--- config.mk ---
export PLATFORM = sky130hd
export DESIGN_NAME = if_window_loader
export DESIGN_NICKNAME = d
export VERILOG_FILES = /design/src/rtl/if_window_loader_pkg.sv /design/src/rtl/if_win_fifo.sv /design/src/rtl/if_window_loader.sv
export SDC_FILE = /design/constraint.sdc
export NUM_CORES = 1
export LEC_CHECK = 0
export BUFFER_PORTS_ARGS = -buffer_cell sky130_fd_sc_hd__buf_2
export CAP_MARGIN = 20
export CORE_MARGIN = 2
export CORE_UTILIZATION = 55
export CTS_CLUSTER_SIZE = 16
export DETAILED_ROUTE_END_ITERATION = 16
export PLACE_DENSITY = 0.83
export SKIP_CTS_REPAIR_TIMING = 1
export SLEW_MARGIN = 20
export SYNTH_ARGS = -nofsm -noshare
export SYNTH_HDL_FRONTEND = slang
export SYNTH_SLANG_ARGS = --single-unit
--- constraint.sdc ---
create_clock -name clk -period 9.35 [get_ports clk]
set_clock_uncertainty 0.2 [all_clocks]
set_input_delay 1.4025 -clock clk [delete_from_list [all_inputs] [get_ports clk]]
set_output_delay 1.4025 -clock clk [all_outputs]
set_load 0.03 [all_outputs]
--- src/rtl/if_window_loader_pkg.sv ---
// Shared types for the IF window loader: FSM states, window FIFO entry, ring pointer increment.
package if_window_loader_pkg;

    // Entry field width; the loader's ADDR_LEN must not exceed this.
    localparam int WIN_ADDR_LEN = 8;

    typedef enum logic [1:0] {
        IDLE  = 2'd0,
        CLEAR = 2'd1,
        FILL  = 2'd2
    } state_t;

    typedef struct packed {
        logic [WIN_ADDR_LEN-1:0] start_addr;
        logic [WIN_ADDR_LEN-1:0] end_addr;
    } win_entry_t;

    function automatic int unsigned wrap_inc(input int unsigned ptr, input int unsigned depth);
        int unsigned nxt;
        nxt = ptr + 1;
        return (nxt >= depth) ? 0 : nxt;
    endfunction

endpackage

--- src/rtl/if_win_fifo.sv ---
// NUM_WIN-deep FIFO of window descriptors with a registered head entry.
module if_win_fifo
    import if_window_loader_pkg::*;
#(
    parameter int NUM_WIN     = 4,
    parameter int WIN_IDX_LEN = 2
) (
    input  logic                 clk,
    input  logic                 rst_n,
    input  logic                 clear,
    input  logic                 push,
    input  logic                 pop,
    input  win_entry_t           din,
    output win_entry_t           head,
    output logic [WIN_IDX_LEN:0] count
);

    localparam logic [WIN_IDX_LEN:0] FULL_CNT = (WIN_IDX_LEN+1)'(NUM_WIN);
    localparam logic [WIN_IDX_LEN:0] ONE_CNT  = (WIN_IDX_LEN+1)'(1);

    win_entry_t             mem [NUM_WIN];
    logic [WIN_IDX_LEN-1:0] rd_ptr;
    logic [WIN_IDX_LEN-1:0] wr_ptr;
    logic [WIN_IDX_LEN-1:0] rd_next;
    logic                   do_push;
    logic                   do_pop;

    assign do_pop  = pop & (count != '0);
    assign do_push = push & ((count != FULL_CNT) | do_pop);
    assign rd_next = rd_ptr + 1'b1;

    always_ff @(posedge clk) begin
        if (do_push) begin
            mem[wr_ptr] <= din;
        end
    end

    // The head register must already show the next entry when a pop lands,
    // including the case where that entry is the one being pushed this cycle.
    always_ff @(posedge clk or negedge rst_n) begin
        if (!rst_n) begin
            rd_ptr <= '0;
            wr_ptr <= '0;
            count  <= '0;
            head   <= '0;
        end else if (clear) begin
            rd_ptr <= '0;
            wr_ptr <= '0;
            count  <= '0;
            head   <= '0;
        end else begin
            if (do_push) wr_ptr <= wr_ptr + 1'b1;
            if (do_pop)  rd_ptr <= rd_next;
            case ({do_push, do_pop})
                2'b10:   count <= count + ONE_CNT;
                2'b01:   count <= count - ONE_CNT;
                default: count <= count;
            endcase
            if (do_pop) begin
                if (count > ONE_CNT) head <= mem[rd_next];
                else if (do_push)    head <= din;
            end else if (do_push && count == '0) begin
                head <= din;
            end
        end
    end

endmodule

--- src/rtl/if_window_loader.sv ---
// Drains the IF buffer into a circular scratchpad holding up to NUM_WIN complete windows.
// Define IF_LEVEL_EN to add the registered fill_level output.
module if_window_loader
    import if_window_loader_pkg::*;
#(
    parameter int ADDR_LEN      = 8,
    parameter int SCRATCH_DEPTH = 256,
    parameter int NUM_WIN       = 4,
    parameter int WIN_IDX_LEN   = 2
) (
    input  logic                 clk,
    input  logic                 rst_n,
    input  logic                 start,
    input  logic                 buf_empty,
    input  logic                 buf_end_flag,
    output logic                 buf_read,
    output logic                 scratch_wen,
    output logic [ADDR_LEN-1:0]  scratch_waddr,
    output logic                 win_valid,
    output logic [ADDR_LEN-1:0]  win_start,
    output logic [ADDR_LEN-1:0]  win_end,
    input  logic                 win_pop,
    output logic [WIN_IDX_LEN:0] win_count,
`ifdef IF_LEVEL_EN
    output logic [ADDR_LEN:0]    fill_level,
`endif
    output logic                 stall
);

    localparam logic [WIN_IDX_LEN:0] FULL_CNT = (WIN_IDX_LEN+1)'(NUM_WIN);
    localparam logic [WIN_IDX_LEN:0] ONE_CNT  = (WIN_IDX_LEN+1)'(1);

    function automatic logic [ADDR_LEN-1:0] ring_inc(input logic [ADDR_LEN-1:0] p);
        return ADDR_LEN'(wrap_inc(32'(p), SCRATCH_DEPTH));
    endfunction

    state_t                state;
    logic [ADDR_LEN-1:0]   waddr;
    logic [ADDR_LEN-1:0]   base;
    logic [ADDR_LEN-1:0]   open_start;
    logic [ADDR_LEN-1:0]   waddr_nxt;
    logic [ADDR_LEN-1:0]   base_nxt;
    logic [ADDR_LEN-1:0]   open_nxt;
    win_entry_t            head;
    win_entry_t            new_entry;
    logic [WIN_IDX_LEN:0]  count;
    logic                  in_fill;
    logic                  in_clear;
    logic                  ring_full;
    logic                  fifo_full;
    logic                  pop_eff;
    logic                  wr;
    logic                  push;

    assign in_fill   = (state == FILL);
    assign in_clear  = (state == CLEAR);
    assign ring_full = (ring_inc(waddr) == base);
    assign fifo_full = (count == FULL_CNT);

    // A start request wins the cycle, so neither a write nor a pop may commit alongside it.
    assign pop_eff = win_pop & win_valid & in_fill & ~start;
    assign wr      = in_fill & ~start & ~buf_empty & ~ring_full
                   & ~(buf_end_flag & fifo_full & ~pop_eff);
    assign push    = wr & buf_end_flag;

    assign buf_read      = wr;
    assign scratch_wen   = wr;
    assign scratch_waddr = waddr;
    assign stall         = in_fill & ~buf_empty & ~wr;
    assign win_valid     = (count != '0);
    assign win_count     = count;
    assign win_start     = ADDR_LEN'(head.start_addr);
    assign win_end       = ADDR_LEN'(head.end_addr);

    assign new_entry.start_addr = WIN_ADDR_LEN'(open_start);
    assign new_entry.end_addr   = WIN_ADDR_LEN'(waddr);

    if_win_fifo #(
        .NUM_WIN     (NUM_WIN),
        .WIN_IDX_LEN (WIN_IDX_LEN)
    ) u_win_fifo (
        .clk   (clk),
        .rst_n (rst_n),
        .clear (in_clear),
        .push  (push),
        .pop   (pop_eff),
        .din   (new_entry),
        .head  (head),
        .count (count)
    );

    // Releasing the last window hands everything up to the open window back to the ring.
    always_comb begin
        waddr_nxt = waddr;
        base_nxt  = base;
        open_nxt  = open_start;
        if (in_clear) begin
            waddr_nxt = '0;
            base_nxt  = '0;
            open_nxt  = '0;
        end else begin
            if (wr)   waddr_nxt = ring_inc(waddr);
            if (push) open_nxt  = ring_inc(waddr);
            if (pop_eff) begin
                if (count == ONE_CNT && !push) base_nxt = open_start;
                else                          base_nxt = ring_inc(ADDR_LEN'(head.end_addr));
            end
        end
    end

    always_ff @(posedge clk or negedge rst_n) begin
        if (!rst_n) begin
            state      <= IDLE;
            waddr      <= '0;
            base       <= '0;
            open_start <= '0;
        end else begin
            waddr      <= waddr_nxt;
            base       <= base_nxt;
            open_start <= open_nxt;
            if (start) begin
                state <= CLEAR;
            end else begin
                case (state)
                    IDLE:    state <= IDLE;
                    CLEAR:   state <= FILL;
                    FILL:    state <= FILL;
                    default: state <= IDLE;
                endcase
            end
        end
    end

`ifdef IF_LEVEL_EN
    localparam logic [ADDR_LEN:0] DEPTH_W = (ADDR_LEN+1)'(SCRATCH_DEPTH);

    logic [ADDR_LEN:0] level_nxt;

    always_comb begin
        level_nxt = {1'b0, waddr_nxt} + DEPTH_W - {1'b0, base_nxt};
        if (level_nxt >= DEPTH_W) level_nxt = level_nxt - DEPTH_W;
    end

    always_ff @(posedge clk or negedge rst_n) begin
        if (!rst_n) fill_level <= '0;
        else        fill_level <= level_nxt;
    end
`endif

endmodule

**Word-level counts from Yosys, hierarchy flattened**

Memories as Yosys holds them, arrays and structs flattened.
Cells that the tools add are included.

- Input bits: 6
- Word-level logic and storage cells: 87
- Memories kept: 1
- Bits in writable memories: 64
- Output and inout bits: 31
- Bits in registers: 49

Memory list:

| name | depth | bits a word | rd ports | clocked after memory_dff | write ports | line | text |
|---|---|---|---|---|---|---|---|
| u_win_fifo.mem | 4 | 16 | 1 | 0 | 1 | if_win_fifo.sv:21 | `win_entry_t mem [NUM_WIN];` |

- Equality and inequality tests: 9
- $lt $le $gt $ge: 3
- Multiplexer cells: 24
- Add/sub/neg operators: 6
- Bitwise gates (word level): 21
- Reduce and logical (&&, ||, !) cells: 14

Operator list:

| cell | count |
|---|---|
| 2-to-1 mux 16 bit | 5 |
| 2-to-1 mux 8 bit | 9 |
| adder 8 x 1 -> 9 bit (second input constant) | 2 |
| greater-or-equal comparator 9 bit (second input constant) | 2 |
| AND 1 bit | 14 |
| 2-to-1 mux 2 bit | 6 |
| nonzero test 2 bit | 5 |
| nonzero test 3 bit | 3 |
| equality test 8 bit | 1 |
| NOT 1 bit | 6 |
| one-hot mux 3 bit (2 select lines) | 1 |
| adder 2 x 1 -> 2 bit (second input constant) | 2 |
| equality test 2 x 1 -> 1 bit (second input constant) | 2 |
| equality test 2 bit (second input constant) | 2 |
| inequality test 4 x 3 -> 1 bit (second input constant) | 1 |
| adder 3 x 1 -> 3 bit (second input constant) | 1 |
| equality test 3 x 1 -> 1 bit (second input constant) | 1 |
| equality test 3 bit (second input constant) | 1 |
| greater-than comparator 3 x 1 -> 1 bit (second input constant) | 1 |
| logical NOT 3 bit | 1 |
| 2-to-1 mux 3 bit | 1 |
| inequality test 3 bit (second input constant) | 1 |
| subtractor 3 x 1 -> 3 bit (second input constant) | 1 |
| logical AND 1 bit | 2 |
| other kinds (5) | 6 |

**Longest topological paths before layout**

Gate-level depths: netlist (run 1).

- Word-level depth: 14
- Depth in mapped cells: 12
- Gate-level depth less buffers: 9

**Hierarchy**

From an unflattened synthesis (run 1), not the netlist that was laid out.

- Cells, all modules: 416
- Area, all modules: 5631.7 um^2

By module, submodules not included:

| module | cells each | area an instance (um^2) | times used |
|---|---|---|---|
| if_win_fifo | 212 | 3689.8 | 1 |
| if_window_loader | 204 | 1941.9 | 1 |

**Least setup slack after synthesis (run 1)**

Ideal clock, no wire load.

- Kind: register to output
- Start: register waddr[1] (netlist: scratch_waddr[1])
- End: output stall
- Data required time: 7.747 ns
- Path buffers: 2
- Arrival time: 3.476 ns
- Setup slack: 4.271 ns
- Cell stages (with the launch flop): 12
- Path through: dfrtp_1 > ha_1 > buf_2 > nand4_2 > a22o_1 > or3_1 > a22oi_2 > a31oi_4 > clkbuf_1 > nand2_1 > inv_1 > nor3b_1

- Longest elaborated chain between the ends: 9

Ends and longest elaborated chain:

| item | line | text |
|---|---|---|
| from (decl) | if_window_loader.sv:38 | `logic [ADDR_LEN-1:0] waddr;` |
| from (signal assigned) | if_window_loader.sv:118 | `waddr <= waddr_nxt;` |
| adder 8 x 1 -> 9 bit * | if_window_loader_pkg.sv:20 | `nxt = ptr + 1;` |
| greater-or-equal comparator 9 bit | if_window_loader_pkg.sv:21 | `return (nxt >= depth) ? 0 : nxt;` |
| 2-to-1 mux 8 bit * | if_window_loader_pkg.sv:21 |  |
| equality test 8 bit * | if_window_loader.sv:57 | `assign ring_full = (ring_inc(waddr) == base);` |
| NOT 1 bit * | if_window_loader.sv:62 | `assign wr = in_fill & ~start & ~buf_empty & ~ring_full` |
| AND 1 bit * | if_window_loader.sv:62 |  |
| AND 1 bit * | if_window_loader.sv:63 | `& ~(buf_end_flag & fifo_full & ~pop_eff);` |
| via buf_read | if_window_loader.sv:16 | `output logic buf_read,` |
| NOT 1 bit * | if_window_loader.sv:69 | `assign stall = in_fill & ~buf_empty & ~wr;` |
| AND 1 bit * | if_window_loader.sv:69 |  |
| to (decl) | if_window_loader.sv:27 | `output logic stall` |

The timed path passes the listed nets; every way through them passes the cells marked *.

**Worst setup path after layout (run 1)**

- Start: register waddr[0] (netlist: scratch_waddr[0])
- End: output stall

- Longest elaborated chain between the ends: 9

Ends and longest elaborated chain:

| item | line |
|---|---|
| adder 8 x 1 -> 9 bit * | if_window_loader_pkg.sv:20 |
| greater-or-equal comparator 9 bit | if_window_loader_pkg.sv:21 |
| 2-to-1 mux 8 bit * | if_window_loader_pkg.sv:21 |
| equality test 8 bit * | if_window_loader.sv:57 |
| NOT 1 bit * | if_window_loader.sv:62 |
| AND 1 bit * | if_window_loader.sv:62 |
| AND 1 bit * | if_window_loader.sv:63 |
| NOT 1 bit * | if_window_loader.sv:69 |
| AND 1 bit * | if_window_loader.sv:69 |

Mark *: on every way between the ends. The rest lies on a longest branch, timed or not.

==> results of run 1 <==
==> per-stage QoR <==
| stage | util, % | hold WS [ps] | cell area (um2) | setup slack, ps |
|---|---|---|---|---|
| 2_1_floorplan | - | 309 | 5390 | 4270 |
| 3_3_place_gp | 58.6 | 322 | 5650 | 4720 |
| 3_5_place_dp | 58.6 | 332 | 5650 | 4630 |
| 4_1_cts | 64.8 | 332 | 6240 | 4080 |
| 5_1_grt | 64.8 | 391 | 6240 | 3760 |
| 6_report | 64.8 | 329 | 6240 | 4030 |
==> cell usage in the layout, fill, tap and decap left out, types with 13 or more instances in the layout <==
| cell type | Yosys | layout |
|---|---|---|
| edfxtp_1 | 64 | 64 |
| dfrtp_1 | 49 | 48 |
| buf_2 | 8 | 36 |
| nand2_1 | 31 | 31 |
| nor2_1 | 27 | 27 |
| and3_1 | 23 | 23 |
| mux4_2 | 16 | 16 |
| a221o_1 | 16 | 16 |
| clkbuf_16 | 0 | 16 |
| nand3_1 | 14 | 14 |
| inv_1 | 13 | 13 |
| nor2b_1 | 13 | 13 |
==> final timing paths <==
path,end,cells after the start
min in group asynchronous,u_win_fifo.head[14],2
max reg2reg,u_win_fifo.head[10],9
max,stall,10
min,state[1],2
max in group asynchronous,u_win_fifo.rd_ptr[1],2
min reg2reg,state[1],2
==> worst reg2reg max path, cell delays in order (launching register included) <==
cell     delay [ps]
dfrtp_1         610
ha_1            470
nand4_2         220
a22o_1          280
o21ai_0         210
a22oi_2         100
a31oi_4         410
and2_1          740
o22ai_2         380
a221o_1         430
==> power groups by stage <==
stage	Sequential (mW)	Combinational [mW]	Clock, mW
3_3_place_gp	0.552	0.0908	0
6_report	0.544	0.0937	0.646
5_1_grt	0.545	0.103	0.672
2_1_floorplan	0.556	0.0600	0
4_1_cts	0.543	0.0936	0.647
3_5_place_dp	0.553	0.0930	0
==> layer usage <==
metal	wire length (um)	vias up
met4	280	0
met3	850	23
li1	-	1666
met1	5490	1912
met5	0	-
met2	6210	172
==> cells by family after synthesis <==
kind of cell	after synthesis
DFF	113
buffers and inverters	41
xor gates and xnor gates	19
adders and majority gates	12
AOI/OAI and AO/OA	71
muxes	21
and+or+nand+nor	145
==> state kept, by name (all words and copies together), names as in the netlist <==
register / count
base: 8
open_start: 8
scratch_waddr: 8
state: 2
u_win_fifo.count: 3
u_win_fifo.head: 16
u_win_fifo.mem: 64
u_win_fifo.rd_ptr: 2
u_win_fifo.wr_ptr: 2
==> final cells by class <==
type	count	share of cell area (%)
timing repair buffer	42	3.61
multi-input combinational	268	33.0
clock buffer	17	6.63
sequential	113	50.4
inverter	13	0.782
tap	133	2.67
clock inverter	15	2.91
==> results_dict.tcl, run 1 <==
set metrics [dict create \
    busiest_layer "met2" \
    nFillCells 735 \
    antenna_cells 0 \
    synth_edf_count 64 \
    worstSetupPathType "reg2out" \
    syn_nets 440 \
    cpLargestDelayFamily "simple AND/OR/NAND/NOR gates" \
    synth-simple-area-share_pct 14.2 \
    cp_slowest_cell "dfrtp_1" \
    vias 3773 \
    hp-start "state[1]" \
    crit_arrival_ps 3710 \
    grt_start_max_net_pins 50 \
    gr-usage-met1_pct 36.2 \
    cts_sinks 113 \
    cts_tree "yes" \
    synth_compound_area_share_pct 10.5 \
    gr-usage-met2_pct 39.4 \
    use_met3_pct 5.56 \
    p_switching_uw 314 \
    clockBufferDepth 2 \
    cp.required_ps 7750 \
    synth_top_family_by_area "simple AND/OR/NAND/NOR gates" \
    port_buffers 36 \
    synth_mux_area_share_pct 7.62 \
    dieWidth_um 103 \
    p_comb_share_pct 7.3 \
    slew_headroom_pct 31.8 \
    drive_gt1_share_pct 21.2 \
    path_buf_inv 2 \
    hold_viol 0 \
    dp.cells 569 \
    slew_viol_final 0 \
    fmax_mhz 188 \
    vdd_drop_max_mv 0.121 \
    dr.first_iter.drc_count 447 \
    startpoint "scratch_waddr[0]" \
    power_frac_seq_pct 42.4 \
    track_usage_pct 25.7 \
    cts-buffers-inserted 17 \
    yosys.area.top_type_share_pct 35.7 \
    ys_warn_count 0 \
    internal_power_uw 970 \
    setup_viol 0 \
    antenna_found_initial 0 \
    synthXorXnorAreaFrac_pct 3.09 \
    crit_chain "ha_1, nand3_1, a2111oi_1, o2111a_1, and4_1, a31oi_4, nand2_1, inv_1, nor3b_1, buf_2" \
    layout_worst_path_cycle_share_pct 56.9 \
    r2r_start "scratch_waddr[0]" \
    syn_to_final_growth_pct 15.9 \
    netlist_area_um2 5390 \
    core_um2 9640 \
    synth_fa_ha_area_share_pct 2.79 \
    wl_mm 12.8 \
    dieArea_um2 10600 \
    synth.top_cells.by_count "edfxtp_1 (64), dfrtp_1 (49), nand2_1 (31)" \
    vias_per_cell 6.28 \
    ant_nets 0 \
    hpwl_mm 7.82 \
    nets 473 \
    drv_cap 0 \
    io_pins 37 \
    outcome "completed" \
    synth.yosys.seq_area_share_pct 58.5 \
    clkTransAtPathRegs_ps 60 \
    start_util_pct 55.9 \
    drc 0 \
    clk-insertion-delay-late_ps 510 \
    die_h_um 103 \
    cp-end-kind "primary output" \
    cts_max_level 4 \
    synth.distinct_cells 56 \
    min_period_ps 5320 \
    wire_per_inst_um 21.3 \
    synth_most_common_cell "edfxtp_1" \
    min_path_type "reg2reg" \
    p_per_area_nw_per_um2 206 \
    rows 36 \
    rsz0062_at_grt "no" \
    grt-ovfl-total 0 \
    synth_area_leaders "edfxtp_1 (36%), dfrtp_1 (23%), mux4_2 (6.7%), a221o_1 (3.0%), ha_1 (2.8%)" \
    grt_pass1_vias 3672 \
    synth_ff_type "edfxtp_1" \
    clockPowerShare_pct 50.3 \
    syn_avg_cell_area_um2 12.8 \
    firstDrtPassIters 5 \
    worstMarginPinSlew_ps 1020 \
    slowest_delay_ps 610 \
    tns_ps 0 \
    start_kind "flip-flop" \
    crit_fanout 15 \
    grt_pass1_wl_mm 19.9 \
    clock-root-buffer "clkbuf_8" \
    seqCellArea_um2 3150 \
    place.gp.congestion 0.986 \
    yosysTopAreaCell "edfxtp_1" \
    ys_ff_latch 113 \
    synthCells 422 \
    leakagePower_nw 2.53 \
    swShare_pct 24.5 \
    async_flop_share_pct 43.4 \
    finalPower_mw 1.28 \
    stdcell_count 601 \
    r2r_slack_ps 5190 \
    multi_input_area_um2 2060 \
]
Note: power is estimated with default switching activity, not from simulation.
==> run 2: changes to the inputs <==
--- a/config.mk
+++ b/config.mk
@@ -5,6 +5,7 @@
 export SDC_FILE = /design/constraint.sdc
 export NUM_CORES = 1
 export LEC_CHECK = 0
+export ABC_AREA = 1
 export BUFFER_PORTS_ARGS = -buffer_cell sky130_fd_sc_hd__buf_2
 export CAP_MARGIN = 20
 export CORE_MARGIN = 2
==> constraint.sdc (replaced) <==
create_clock -name clk -period 5.3 [get_ports clk]
set_clock_uncertainty 0.2 [all_clocks]
set_input_delay 0.795 -clock clk [delete_from_list [all_inputs] [get_ports clk]]
set_output_delay 0.795 -clock clk [all_outputs]
set_load 0.03 [all_outputs]
==> run 2 against run 1 <==
Effect of this change: sequential power is 80% higher; area after synthesis decreased by 2.2%; clock power up 83%; utilization is 1.5 points higher; register-to-register slack worse by 3000 ps; sequential share of layout area increased by 0.73 points; global-route usage is 2.3 points higher; worst setup slack lost 2500 ps; routed wire length increased by 5.0%; critical endpoint unchanged; largest cell class unchanged; highest routed layer unchanged.
==> results_dict.tcl, run 2 <==
set metrics [dict create \
    outcome "completed" \
    antenna_cells 0 \
    vdd_drop_max_mv 0.304 \
    drv_cap 0 \
    cp.required_ps 4300 \
    syn_avg_cell_area_um2 9.67 \
    clockPowerShare_pct 48.5 \
    netlist_area_um2 5270 \
    reg2reg_depth 8 \
    p_comb_share_pct 11.3 \
    dieArea_um2 10400 \
    place.gp.congestion 0.925 \
    yosysTopAreaCell "edfxtp_1" \
    start_util_pct 56.7 \
    synth_most_common_cell "nand2_1" \
    grt-ovfl-total 0 \
    nets 601 \
    stdcell_count 725 \
    crit_arrival_ps 2780 \
    largest_reg_flops 64 \
    setup_viol 0 \
    cp-end-kind "primary output" \
    grt_pass1_wl_mm 21.4 \
    hpwl_mm 8.69 \
    rsz0062_at_grt "no" \
    worst_path_most_repeated_cell "nand2_1" \
    synth-simple-area-share_pct 21.1 \
    swShare_pct 27.6 \
    cts_sinks 113 \
    slew_viol_final 0 \
    wl_mm 13.5 \
    r2r_end "u_win_fifo.head[5]" \
    reg_top3 "u_win_fifo.mem x64, u_win_fifo.head x16" \
    r2r_start "u_win_fifo.rd_ptr[0]" \
    synth_compound_area_share_pct 9.29 \
    leakagePower_nw 2.76 \
    clockBufferDepth 2 \
    vias 4151 \
    cp_slowest_cell "dfrtp_1" \
    worstSetupPathType "reg2out" \
    synth.distinct_cells 33 \
    synth_ff_type "edfxtp_1" \
    cpLargestDelayFamily "simple AND/OR/NAND/NOR gates" \
    r2r_slack_ps 2240 \
    synthXorXnorAreaFrac_pct 0.998 \
    antenna_found_initial 0 \
    start_kind "flip-flop" \
    hold_viol 0 \
    vias_per_cell 5.73 \
    dr.first_iter.drc_count 483 \
    final_common_cell "nand2_1" \
    slowest_delay_ps 550 \
    top_register "u_win_fifo.mem" \
    drive_gt1_share_pct 14.9 \
    track_usage_pct 28.0 \
    synth_top_family_by_area "simple AND/OR/NAND/NOR gates" \
    fmax_mhz 265 \
    async_flop_share_pct 43.4 \
    clock-root-buffer "clkbuf_8" \
    worstMarginPinSlew_ps 1050 \
    clkTransAtPathRegs_ps 60 \
    p_switching_uw 670 \
    grt_start_max_net_pins 50 \
    port_buffers 36 \
    cts-buffers-inserted 17 \
    synth_area_leaders "edfxtp_1 (36%), dfrtp_1 (23%), nand2_1 (11%), nand3_1 (3.8%), inv_1 (3.6%)" \
    core_um2 9280 \
    syn_nets 563 \
    finalPower_mw 2.43 \
    p_per_area_nw_per_um2 395 \
    grt_pass1_vias 4060 \
    drc 0 \
    ys_ff_latch 113 \
    synthCells 545 \
    path_buf_inv 2 \
    ant_nets 0 \
    cts_max_level 4 \
    crit_chain "ha_1, nand3_2, nor2_2, nand3_2, nand2_1, nand2_1, nand2_1, nand2_1, nor2_2, nand2_2, nand2_2, inv_2, nor3_1, buf_2" \
    yosys.area.top_type_share_pct 36.5 \
    internal_power_mw 1.76 \
    dieWidth_um 102 \
    tns_ps 0 \
    die_h_um 102 \
    power_frac_seq_pct 40.3 \
    rows 35 \
    most-common-layout-cells "nand2_1 (160), edfxtp_1 (64), inv_1 (50), dfrtp_1 (49), nand3_1 (40)" \
    synth_fa_ha_area_share_pct 2.85 \
    syn_to_final_growth_pct 16.8 \
    wire_per_inst_um 18.6 \
    layout_worst_path_cycle_share_pct 71.3 \
    synth_mux_area_share_pct 0.190 \
    synth.yosys.seq_area_share_pct 59.8 \
    clk-insertion-delay-late_ps 520 \
    slew_headroom_pct 29.8 \
    dp.cells 693 \
    crit_fanout 12 \
    min_path_type "in2async" \
    cts_tree "yes" \
    io_pins 37 \
    firstDrtPassIters 8 \
    synth_edf_count 64 \
    min_period_ps 3780 \
    synth.top_cells.by_count "nand2_1 (160), edfxtp_1 (64), inv_1 (50)" \
    ys_warn_count 0 \
]
run 2: cell count changes after synthesis, sizes merged, moves of 13 or more:
cell	delta
nand2	+135
inv	+39
nand3	+30
and3	-23
o21ai	+17
a221o	-16
mux4	-16
o22ai	+14
nor2b	-13
o221ai	+13
run 2: worst max path at each step:
stage	start	end	slack [ps]	cells after the start
after CTS	scratch_waddr[1]	stall	1540	14
after detailed placement	scratch_waddr[1]	stall	2120	14
after global placement	scratch_waddr[1]	stall	2160	16
after floorplan	scratch_waddr[1]	stall	1620	14
final	scratch_waddr[1]	stall	1520	14
after global routing	scratch_waddr[1]	stall	1220	14
run 2: kinds of logic after synthesis:
| logic type | count (synthesis) |
|---|---|
| fa+ha+maj | 12 |
| xor+xnor | 6 |
| buf+inv | 74 |
| simple gates | 258 |
| mux | 1 |
| flops | 113 |
| compound gates | 81 |
run 2: power groups by stage:
stage	Sequential, mW	Clock, mW	Combinational (mW)
after floorplan	1.01	0	0.182
after global placement	0.994	0	0.263
after detailed placement	0.996	0	0.272
after CTS	0.979	1.18	0.275
after global routing	0.982	1.23	0.309
final	0.978	1.18	0.274
run 2: cell type report:
cell class              count  area [um2]
fillers                   737        3130
flip-flops and latches    113        3150
well taps                 129         161
multi-input cells         358        1810
clock inverters            15         198
clock buffers              17         414
repair buffers             41         220
inverters                  52         198
run 2: worst register-to-register path, stage by stage (launching register included):
cell	delay [ps]
dfrtp_1	840
nor2_1	150
inv_1	720
nand2_1	150
o211ai_1	290
o21ai_0	120
a21oi_1	300
nand2_1	150
nand2_1	90
run 2: metal layers:
metal  share of wire [%]  GRT usage [%]  vias up  wire (um)
met5                   0              0        -          0
met4                 2.4           12.5        0        327
met3                 7.6           5.61       31       1020
met2                  49           44.6      197       6580
met1                  41           37.7     1997       5540
li1                    -              -     1926          -
run 2: stage by stage:
| step | area [um2] | hold WS (ps) | util (%) | setup WS, ps |
|---|---|---|---|---|
| after floorplan | 5270 | 249 | - | 1620 |
| after global placement | 5540 | 256 | 59.6 | 2160 |
| after detailed placement | 5540 | 263 | 59.6 | 2120 |
| after CTS | 6150 | 190 | 66.2 | 1540 |
| after global routing | 6150 | 145 | 66.3 | 1220 |
| final | 6150 | 87.7 | 66.3 | 1520 |
